$ cat src/rtl/pipeline_pkg.sv
// pipeline_pkg: shared fetch-stage constants, FSM state type and JAL immediate decode.
//   RESET_PC_DEFAULT - default first fetch address
//   NOP_INSTR        - bubble instruction (addi x0,x0,0)
//   OPCODE_JAL       - major opcode of JAL
//   fetch_state_e    - fetch FSM states
//   j_imm()          - sign-extended J-type immediate
package pipeline_pkg;
    localparam logic [31:0] RESET_PC_DEFAULT = 32'h0000_0000;
    localparam logic [31:0] NOP_INSTR = 32'h0000_0013;
    localparam logic [6:0] OPCODE_JAL = 7'b1101111;
    typedef enum logic [1:0] {S_REQ = 2'd0, S_WAIT = 2'd1, S_DISCARD = 2'd2} fetch_state_e;
    function automatic logic [31:0] j_imm(input logic [31:0] i);
        return {{12{i[31]}}, i[19:12], i[20], i[30:21], 1'b0};
    endfunction
endpackage

$ cat src/rtl/fetch_unit_if.sv
// fetch_unit_if: instruction-memory request/response bus.
//   imem_req/imem_addr   - request (master -> slave), held until imem_ack
//   imem_ack/imem_rdata  - response strobe and instruction word (slave -> master)
interface fetch_unit_if;
    logic        imem_req;
    logic [31:0] imem_addr;
    logic        imem_ack;
    logic [31:0] imem_rdata;
    modport master (output imem_req, imem_addr, input imem_ack, imem_rdata);
    modport slave (input imem_req, imem_addr, output imem_ack, imem_rdata);
endinterface

$ cat src/rtl/fetch_unit_if_id_reg.sv
// if_id_reg: IF/ID pipeline register; flush > stall > load > bubble.
//   clk, rst          - clock, synchronous active-high reset
//   stall_i, flush_i  - hold / force bubble
//   load_i            - instr_i/pc_i carry a real instruction this cycle
//   instr_o, pc_o, pc_plus4_o, valid_o - register contents
module if_id_reg #(
    parameter logic [31:0] NOP_INSTR = pipeline_pkg::NOP_INSTR
) (
    input  logic        clk,
    input  logic        rst,
    input  logic        stall_i,
    input  logic        flush_i,
    input  logic        load_i,
    input  logic [31:0] instr_i,
    input  logic [31:0] pc_i,
    output logic [31:0] instr_o,
    output logic [31:0] pc_o,
    output logic [31:0] pc_plus4_o,
    output logic        valid_o
);
    logic [31:0] instr_q, instr_d, pc_q, pc_d, pc4_q, pc4_d;
    logic        valid_q, valid_d;
    logic        bubble, hold;

    always_comb begin
        bubble  = flush_i || (!stall_i && !load_i);
        hold    = !flush_i && stall_i;
        instr_d = bubble ? NOP_INSTR : hold ? instr_q : instr_i;
        valid_d = !bubble && (hold ? valid_q : 1'b1);
        pc_d    = (bubble || hold) ? pc_q : pc_i;
        pc4_d   = (bubble || hold) ? pc4_q : pc_i + 32'd4;
    end

    always_ff @(posedge clk) begin
        if (rst) begin
            instr_q <= NOP_INSTR;
            pc_q    <= '0;
            pc4_q   <= '0;
            valid_q <= 1'b0;
        end else begin
            instr_q <= instr_d;
            pc_q    <= pc_d;
            pc4_q   <= pc4_d;
            valid_q <= valid_d;
        end
    end

    assign instr_o    = instr_q;
    assign pc_o       = pc_q;
    assign pc_plus4_o = pc4_q;
    assign valid_o    = valid_q;
endmodule

$ cat src/rtl/fetch_unit.sv
// fetch_unit: single-outstanding instruction fetch with redirect, discard and stall hold buffer.
//   clk, rst            - clock, synchronous active-high reset
//   stall, flush        - hazard-unit controls for PCF and IF/ID
//   PCSrcE, PCTargetE   - execute-stage redirect
//   imem                - instruction memory bus (fetch_unit_if.master)
//   InstrD, PCD, PCPlus4D, ValidD - IF/ID register contents
//   fetch_busy          - a request is waiting or being discarded
// Build option: define JAL_EARLY_REDIRECT_EN to follow JAL targets at fetch.
module fetch_unit import pipeline_pkg::*; #(
    parameter logic [31:0] RESET_PC  = RESET_PC_DEFAULT,
    parameter logic [31:0] NOP_INSTR = pipeline_pkg::NOP_INSTR
) (
    input  logic         clk,
    input  logic         rst,
    input  logic         stall,
    input  logic         flush,
    input  logic         PCSrcE,
    input  logic [31:0]  PCTargetE,
    fetch_unit_if.master imem,
    output logic [31:0]  InstrD,
    output logic [31:0]  PCD,
    output logic [31:0]  PCPlus4D,
    output logic         ValidD,
    output logic         fetch_busy
);
    fetch_state_e state_q, state_d;
    logic [31:0]  pcf_q, pcf_d, addr_q, addr_d, buf_instr_q, buf_instr_d, buf_pc_q, buf_pc_d, seq_pc;
    logic         buf_full_q, buf_full_d, ack_ok, consumed, to_buf;

`ifdef JAL_EARLY_REDIRECT_EN
    assign seq_pc = (imem.imem_rdata[6:0] == OPCODE_JAL) ? pcf_q + j_imm(imem.imem_rdata) : pcf_q + 32'd4;
`else
    assign seq_pc = pcf_q + 32'd4;
`endif

    // The request held during WAIT/DISCARD keeps the address it was issued with,
    // even after a redirect has already moved PCF to the target.
    assign imem.imem_req  = !rst && (state_q != S_REQ || !buf_full_q);
    assign imem.imem_addr = {(state_q == S_REQ ? pcf_q[31:2] : addr_q[31:2]), 2'b00};
    assign fetch_busy     = state_q != S_REQ;

    always_comb begin
        ack_ok      = imem.imem_ack && imem.imem_req && state_q != S_DISCARD;
        // A word is consumed (PCF moves past it) when it lands in IF/ID or the hold buffer;
        // a flushed word is not consumed, so its address is fetched again.
        consumed    = ack_ok && !flush && !(stall && PCSrcE);
        to_buf      = consumed && stall;
        pcf_d       = PCSrcE ? PCTargetE : consumed ? seq_pc : pcf_q;
        addr_d      = state_q == S_REQ ? pcf_q : addr_q;
        buf_full_d  = !(flush || PCSrcE) && (buf_full_q ? stall : to_buf);
        buf_instr_d = to_buf ? imem.imem_rdata : buf_instr_q;
        buf_pc_d    = to_buf ? pcf_q : buf_pc_q;
        state_d     = state_q == S_DISCARD ? (imem.imem_ack ? S_REQ : S_DISCARD) :
                      (!imem.imem_req || imem.imem_ack) ? S_REQ :
                      PCSrcE ? S_DISCARD : S_WAIT;
    end

    always_ff @(posedge clk) begin
        if (rst) begin
            state_q     <= S_REQ;
            pcf_q       <= RESET_PC;
            addr_q      <= RESET_PC;
            buf_full_q  <= 1'b0;
            buf_instr_q <= NOP_INSTR;
            buf_pc_q    <= '0;
        end else begin
            state_q     <= state_d;
            pcf_q       <= pcf_d;
            addr_q      <= addr_d;
            buf_full_q  <= buf_full_d;
            buf_instr_q <= buf_instr_d;
            buf_pc_q    <= buf_pc_d;
        end
    end

    // While the buffer is full no request is outstanding, so it drains before any new ack.
    if_id_reg #(.NOP_INSTR(NOP_INSTR)) u_if_id (
        .clk        (clk),
        .rst        (rst),
        .stall_i    (stall),
        .flush_i    (flush),
        .load_i     (buf_full_q || ack_ok),
        .instr_i    (buf_full_q ? buf_instr_q : imem.imem_rdata),
        .pc_i       (buf_full_q ? buf_pc_q : pcf_q),
        .instr_o    (InstrD),
        .pc_o       (PCD),
        .pc_plus4_o (PCPlus4D),
        .valid_o    (ValidD)
    );
endmodule

$ cat src/flat_wrapper.sv
// flat-port wrapper written by rule: the top's interface ports become plain ports
module fetch_unit_flat import pipeline_pkg::*;
#(
    parameter logic [31:0] RESET_PC  = RESET_PC_DEFAULT,
    parameter logic [31:0] NOP_INSTR = pipeline_pkg::NOP_INSTR
)
  (clk, rst, stall, flush, PCSrcE, PCTargetE, InstrD, PCD, PCPlus4D, ValidD, fetch_busy, imem_imem_req, imem_imem_addr, imem_imem_ack, imem_imem_rdata);
  fetch_unit_if imem_i ();
  input  logic clk;
  input  logic rst;
  input  logic stall;
  input  logic flush;
  input  logic PCSrcE;
  input  logic [31:0] PCTargetE;
  output logic [31:0] InstrD;
  output logic [31:0] PCD;
  output logic [31:0] PCPlus4D;
  output logic ValidD;
  output logic fetch_busy;
  output wire logic [$bits(imem_i.imem_req)-1:0] imem_imem_req;
  output wire logic [$bits(imem_i.imem_addr)-1:0] imem_imem_addr;
  input wire logic [$bits(imem_i.imem_ack)-1:0] imem_imem_ack;
  input wire logic [$bits(imem_i.imem_rdata)-1:0] imem_imem_rdata;
  assign imem_imem_req = imem_i.imem_req;
  assign imem_imem_addr = imem_i.imem_addr;
  assign imem_i.imem_ack = imem_imem_ack;
  assign imem_i.imem_rdata = imem_imem_rdata;
  fetch_unit #(.RESET_PC(RESET_PC), .NOP_INSTR(NOP_INSTR)) u_core (.clk(clk), .rst(rst), .stall(stall), .flush(flush), .PCSrcE(PCSrcE), .PCTargetE(PCTargetE), .imem(imem_i), .InstrD(InstrD), .PCD(PCD), .PCPlus4D(PCPlus4D), .ValidD(ValidD), .fetch_busy(fetch_busy));
endmodule
$ cat config.mk
export PLATFORM = sky130hd
export DESIGN_NAME = fetch_unit_flat
export DESIGN_NICKNAME = d
export VERILOG_FILES = /design/src/rtl/pipeline_pkg.sv /design/src/rtl/fetch_unit_if.sv /design/src/rtl/fetch_unit_if_id_reg.sv /design/src/rtl/fetch_unit.sv /design/src/flat_wrapper.sv
export SDC_FILE = /design/constraint.sdc
export NUM_CORES = 1
export LEC_CHECK = 0
export CORE_MARGIN = 3
export CORE_UTILIZATION = 27
export CTS_BUF_LIST = sky130_fd_sc_hd__clkbuf_8
export CTS_CLUSTER_DIAMETER = 200
export DETAILED_ROUTE_END_ITERATION = 8
export PLACE_DENSITY = 0.56
export SYNTH_ARGS = -nofsm -noshare
export SYNTH_HDL_FRONTEND = slang
export SYNTH_SLANG_ARGS = --single-unit
$ cat constraint.sdc
create_clock -name clk -period 5.9 [get_ports clk]
set_clock_uncertainty 0.15 [all_clocks]
set_input_delay 1.18 -clock clk [delete_from_list [all_inputs] [get_ports clk]]
set_output_delay 1.18 -clock clk [all_outputs]
set_load 0.01 [all_outputs]
; Word-level counts from Yosys, hierarchy flattened
; Cells that the tools add are included.
[totals]
latch_bits = 0
mem_count = 0
output_inout_bits = 131
wordCells = 55
in_bits = 70
ram_bits = 0
regBits = 228
mem_bits_ro = 0
[op_classes]
n_lt_le_gt_ge = 0
bitwise_logic = 0
n_shift = 0
reduce_logical = 30
div_mod_pow = 0
n_eq_ne = 2
n_mul = 0
muxes = 11
n_addsub = 2
[op_table]
columns = operator, n
row1 = 32-bit two-way mux, 4
row2 = 32-bit by 3-bit adder with 32-bit output (second input constant), 2
row3 = 30-bit two-way mux, 1
row4 = 1-bit logical AND, 11
row5 = 1-bit logical NOT, 9
row6 = 2-bit two-way mux, 4
row7 = 1-bit logical OR, 6
row8 = 2-bit nonzero test, 2
row9 = 2-bit == test (second input constant), 1
row10 = 2-bit logical NOT, 1
row11 = 1-bit two-way mux, 2
row12 = 2-bit != test (second input constant), 1
row13 = 2-bit OR reduction, 1

; Longest topological paths before layout
[logic_depth]
depth_word = 11
depth_mapped = 14
depth_no_buf = 7

; Cells and area by module
; Synthesis repeated with hierarchy kept, for this count alone.
[unflattened]
cells_unflattened = 1196
area_unflattened_um2 = 10019.6
[modules_own_cells]
columns = mod, cells_per_inst, seq_area_each_um2, area_each_um2, instances
row1 = fetch_unit, 713, 2582.5, 6143.4, 1
row2 = if_id_reg, 483, 1901.8, 3876.2, 1

; Worst setup path before layout
; OpenSTA, ideal clock, no wires.
[synth_path]
path_kind = reg-to-reg
start = register u_core.buf_full_q
end = register u_core.u_if_id.pc4_q[26], in the netlist u_core.u_if_id.pc_plus4_o[26]
setup_ns = 0.095
arrival_ns = 2.975
period_less_slack_ns = 3.220
stages_incl_launch_ff = 15
slack_ns = 2.680
cell_sequence = dfxtp_1 > buf_4 > buf_6 > buf_6 > buf_4 > buf_4 > buf_4 > mux2_2 > ha_1 > nand4_1 > a22oi_2 > nand4_1 > buf_2 > or3_1 > o311ai_1
[synth_via]
elab_cells_between_ends = 12
classes_between = add/sub: 1 / mux: 1 / reduce/logical: 10
[synth_lines]
columns = element, line_no
row1 = from (decl), fetch_unit.sv:28  ; logic buf_full_q, buf_full_d, ack_ok, consumed, to_buf;
row2 = from (signal assigned), fetch_unit.sv:70  ; buf_full_q <= buf_full_d;
row3 = 32-bit two-way mux, fetch_unit.sv:84  ; .pc_i (buf_full_q ? buf_pc_q : pcf_q),
row4 = via u_core.u_if_id.pc_i[3], fetch_unit_if_id_reg.sv:15  ; input logic [31:0] pc_i,
row5 = 32-bit by 3-bit adder with 32-bit output, fetch_unit_if_id_reg.sv:31  ; pc4_d = (bubble || hold) ? pc4_q : pc_i + 32'd4;
row6 = to (signal assigned), fetch_unit_if_id_reg.sv:43  ; pc4_q <= pc4_d;
row7 = to (decl), fetch_unit_if_id_reg.sv:21  ; logic [31:0] instr_q, instr_d, pc_q, pc_d, pc4_q, pc4_d;
; The timed path passes the listed nets, and every way through them passes these cells.
; A chain may end at the register's enable or synchronous reset.

; Worst setup path after layout
[layout_path]
start = register u_core.buf_full_q
end = register u_core.u_if_id.pc4_q[30], in the netlist u_core.u_if_id.pc_plus4_o[30]
[layout_via]
elab_chain_cells = 10
elab_cells_between_ends = 12
classes_between = add/sub: 1 / mux: 1 / reduce/logical: 10
[layout_lines]
columns = element
row1 = branches (longest 10 deep; another with 32-bit by 3-bit adder with 32-bit output)
; Several ways; the timed one is not identified.

==> impl_table.tex <==
\begin{tabular}{lr}
\hline
Metric & Value \\
\hline
\multicolumn{2}{l}{\textbf{Run status}} \\
\quad Outcome & finished clean \\
\multicolumn{2}{l}{\textbf{Timing}} \\
\quad Setup repair after global routing missed its margin & false \\
\quad Worst relative slew slack & roughly 16\% \\
\quad Total count of hold-check failures in the final report & 0 \\
\quad Count of endpoints failing setup in the final report & 0 \\
\quad Max Freq & about 260 MHz \\
\quad Total negative slack for setup checks & 0 ns \\
\quad Slew Limit Fails & 0 \\
\quad Share of the cycle needed by the critical path after routing & 65.89\% \\
\quad Minimum clock period after layout & 3.887 ns \\
\quad Pin slew with the least headroom to its limit & between 1 and 1.5 ns \\
\multicolumn{2}{l}{\textbf{Drt}} \\
\quad Iter 0 DRT Violations & around 560 \\
\quad Number of vias in the routed layout & $\sim$8.9k \\
\quad Detailed Route WL & about 32000 um \\
\quad 1st-pass router iterations & 5 \\
\quad Per-cell routed wire length & 16.94 um \\
\quad Total DRC errors in the routed layout & 0 \\
\quad Post-DRT Antenna Nets & 0 \\
\quad Vias per cell & approximately 4.8 \\
\multicolumn{2}{l}{\textbf{Clocking}} \\
\quad Deepest clock path buffer count & 3 \\
\quad Clock insertion delay at the later pin of the skew report & $\sim$0.56 ns \\
\quad Post-CTS Setup Inserts & 0 \\
\quad Total of hold buffers inserted after clock tree synthesis & 0 \\
\quad Number of clock sinks & between 200 and 250 \\
\quad Htree depth & 2 \\
\quad Clock root buffer & clkbuf\_8 \\
\quad CTS resizes & 0 \\
\quad Clock tree from TritonCTS & yes \\
\quad CTS Buf Count & 42 \\
\quad Clock transition at the registers of the reported paths & 0.06 ns \\
\multicolumn{2}{l}{\textbf{Worst setup path}} \\
\quad Setup crit end kind & flip-flop \\
\quad Worst Path Max Fanout & 65 \\
\quad CP Launch Type & flip-flop \\
\quad Worst r2r src & u\_core.buf\_full\_q\$\_SDFF\_PP0\_ \\
\quad Reg-to-reg critical path endpoint & u\_core.u\_if\_id.pc\_plus4\_o[30]\$\_SDFFE\_PP0N\_ \\
\quad Data required time at the worst endpoint & between 6 and 7 ns \\
\quad Type of the setup path with the least slack & flip-flop to flip-flop \\
\quad Arrival time reported for the critical path endpoint & between 4 and 5 ns \\
\quad Worst R2R Path Depth & 6 \\
\quad FF-to-FF setup slack & roughly 2 ns \\
\multicolumn{2}{l}{\textbf{Die}} \\
\quad Core region area & 0.03696 mm\^{}2 \\
\quad Top Ports & approximately 200 \\
\quad Die boundary height & 200.8 um \\
\quad Row cnt & 70 \\
\quad Die Span X & approximately 200 um \\
\quad Initial Util & between 20\% and 30\% \\
\quad Die ar. & approximately 0.040 mm\^{}2 \\
\multicolumn{2}{l}{\textbf{Placement}} \\
\quad Number of port buffers & roughly 200 \\
\quad Last weighted congestion value of the routability-driven placer & $\sim$0.77 \\
\quad DP Wirelength & around 22000 um \\
\quad Post-place instance area & roughly 0.012 mm\^{}2 \\
\multicolumn{2}{l}{\textbf{Yosys}} \\
\quad Number of flops mapped to enable cells by yosys & 0 \\
\quad Async set-or-reset flop fraction in the synthesized netlist & 0\% \\
\quad Synth warnings & 0 \\
\quad Mean Syn Cell Area & about 8.6 um\^{}2 \\
\quad Proportion of netlist area held by the largest area contributor & between 40 and 50\% \\
\quad Number of library cell types mapped by synthesis & between 60 and 70 \\
\quad Sequential share of the synthesized area & between 40 and 50\% \\
\quad Yosys top cell by area & dfxtp\_1 \\
\quad Synth area leaders & dfxtp\_1 (44\%), nand2\_1 (7.0\%), mux2i\_1 (6.2\%) \\
\quad \#FFs+latches synth & between 200 and 250 \\
\quad Most instantiated flip-flop cell in the synthesis netlist & dfxtp\_1 \\
\quad Instance count of the mapped netlist & 1194 \\
\quad Mapped cell area & slightly above 0.01 mm\^{}2 \\
\multicolumn{2}{l}{\textbf{Final layout}} \\
\quad Fraction of final layout cells with drive strength greater than 1 & a little under a tenth \\
\quad Final antenna diode count & 0 \\
\quad Net count of the finished layout & $\sim$1.4k \\
\quad Final standard cell area without fillers & between 0.01 and 0.015 mm\^{}2 \\
\quad Synthesis-to-layout area growth & 29.48\% \\
\multicolumn{2}{l}{\textbf{Worst hold path}} \\
\quad Worst Hold Endpoint & u\_core.u\_if\_id.pc\_plus4\_o[8]\$\_SDFFE\_PP0N\_ \\
\quad Worst hold-check path type & flip-flop to flip-flop \\
\quad Hold Path Cell Cnt & 2 \\
\quad Worst hold start & u\_core.u\_if\_id.pc\_plus4\_o[8]\$\_SDFFE\_PP0N\_ \\
\multicolumn{2}{l}{\textbf{Power and ir drop}} \\
\quad Worst vdd rail ir drop & 125.9 uV \\
\quad Lkg Pwr & between 0.004 and 0.005 uW \\
\quad Total power per unit cell area & 257.7 mW/mm\^{}2 \\
\multicolumn{2}{l}{\textbf{Global routing}} \\
\quad Total gr overflow & 0 \\
\quad Antenna violations before repair & 0 \\
\quad Via count of the first global-routing pass & 8760 \\
\quad Total track usage & between 10\% and 20\% \\
\quad Global-route wire length before repair & 50260 um \\
\quad Maximum number of pins on one net before global-route repair & between 90 and 100 \\
\multicolumn{2}{l}{\textbf{Run}} \\
\quad Number of max-cap violations & 0 \\
\hline
\end{tabular}
==> through the flow <==
stage               util [%]  hold WS, ns  worst slack (ns)  instances  power [uW]
floorplan                  -       0.2860             2.680       1195        1835
global placement       33.76       0.2906             2.047       1798        2024
detailed placement     33.76       0.2941             2.004       1798        2027
CTS                    35.89       0.3011             1.983       1868        3479
global route           35.89       0.3216             1.653       1868        3591
finish                 35.89       0.2990             2.013       1868        3419
==> where the power goes <==
part           switching [uW]  leakage [uW]  internal (uW)
Sequential               58.1       0.00182           1560
Clock                     651      0.000463            775
Combinational             187       0.00213            184
Total                     896       0.00442           2520
==> how the worst max path moves through the flow <==
stage	from	slack, ns	end	cells past startpoint
floorplan	u_core.buf_full_q$_SDFF_PP0_	2.68	u_core.u_if_id.pc_plus4_o[26]$_SDFFE_PP0N_	14
global placement	flush	2.05	u_core.pcf_q[28]$_SDFFE_PP0P_	6
detailed placement	imem_imem_ack	2.00	u_core.pcf_q[28]$_SDFFE_PP0P_	6
CTS	u_core.state_q[1]$_SDFF_PP0_	1.98	imem_imem_addr[17]	5
global route	u_core.buf_full_q$_SDFF_PP0_	1.65	u_core.u_if_id.pc_plus4_o[30]$_SDFFE_PP0N_	6
finish	u_core.buf_full_q$_SDFF_PP0_	2.01	u_core.u_if_id.pc_plus4_o[30]$_SDFFE_PP0N_	6
==> state kept, by name, indices dropped and copies added (netlist names) <==
| register | cells |
|---|---|
| u_core.buf_instr_q | 32 |
| u_core.state_q | 2 |
| u_core.addr_q | 30 |
| u_core.u_if_id.valid_o | 1 |
| u_core.u_if_id.instr_o | 32 |
| u_core.buf_full_q | 1 |
| u_core.pcf_q | 32 |
| u_core.u_if_id.pc_o | 32 |
| u_core.buf_pc_q | 32 |
| u_core.u_if_id.pc_plus4_o | 30 |
==> Yosys cell counts, types with 6 or more instances <==
cell type	count
nand2b_1	8
mux2_2	33
mux2i_1	63
nand2_1	190
dfxtp_1	224
buf_2	20
buf_4	15
xor2_1	8
nor3_1	10
o21ai_0	17
xnor2_1	28
nor4_1	13
a211oi_1	79
nand3_1	44
or3_1	12
buf_1	8
and4_1	7
a22oi_1	6
nor2_1	108
nand3b_1	10
nand4_1	15
o311ai_1	6
clkbuf_1	66
a21oi_1	81
o311ai_0	7
and2_1	33
==> cell usage in the layout (no fill, tap or decap), types with 20 or more instances in the layout <==
| cell type | instances |
|---|---|
| a211oi_1 | 79 |
| a21oi_1 | 81 |
| and2_1 | 33 |
| clkbuf_8 | 51 |
| clkdlybuf4s50_1 | 197 |
| dfxtp_1 | 223 |
| inv_1 | 20 |
| mux2_2 | 33 |
| mux2i_1 | 63 |
| nand2_1 | 190 |
| nand3_1 | 43 |
| nor2_1 | 107 |
| xnor2_1 | 28 |
==> kinds of logic after synthesis <==
group           count (synthesis)  synth area share, %
other cells                     1              0.03660
compound gates                235                15.29
buf+inv                       121                5.398
xor+xnor                       36                3.078
flops                         224                43.77
mux                            97                9.929
simple gates                  478                22.25
fa+ha+maj                       2               0.2442
==> layer usage <==
metal / track usage (%) / up-vias / wire [um]
met5: 0 / - / 0
li1: - / 4503 / -
met2: 23.66 / 248 / 13850
met3: 2.886 / 39 / 1709
met1: 21.96 / 4145 / 15560
met4: 3.940 / 0 / 527
==> area by class of cell <==
class	count	area [um^2]
inverters	8	30.03
clock inverters	19	83.83
well taps	504	630.6
multi-input cells	850	5234
clock buffers	51	701.9
repair buffers	212	2097
flip-flops and latches	224	4488
fillers	3828	23700
==> worst max-delay path, stage by stage (launching register included) <==
cell and delay, ns:
dfxtp_4 0.87, buf_4 0.73, nand4_1 0.21, a22oi_2 0.46, nand4_1 0.49, or3_1 0.50
o311ai_0 0.30
Note: power is estimated with default switching activity, not from simulation.
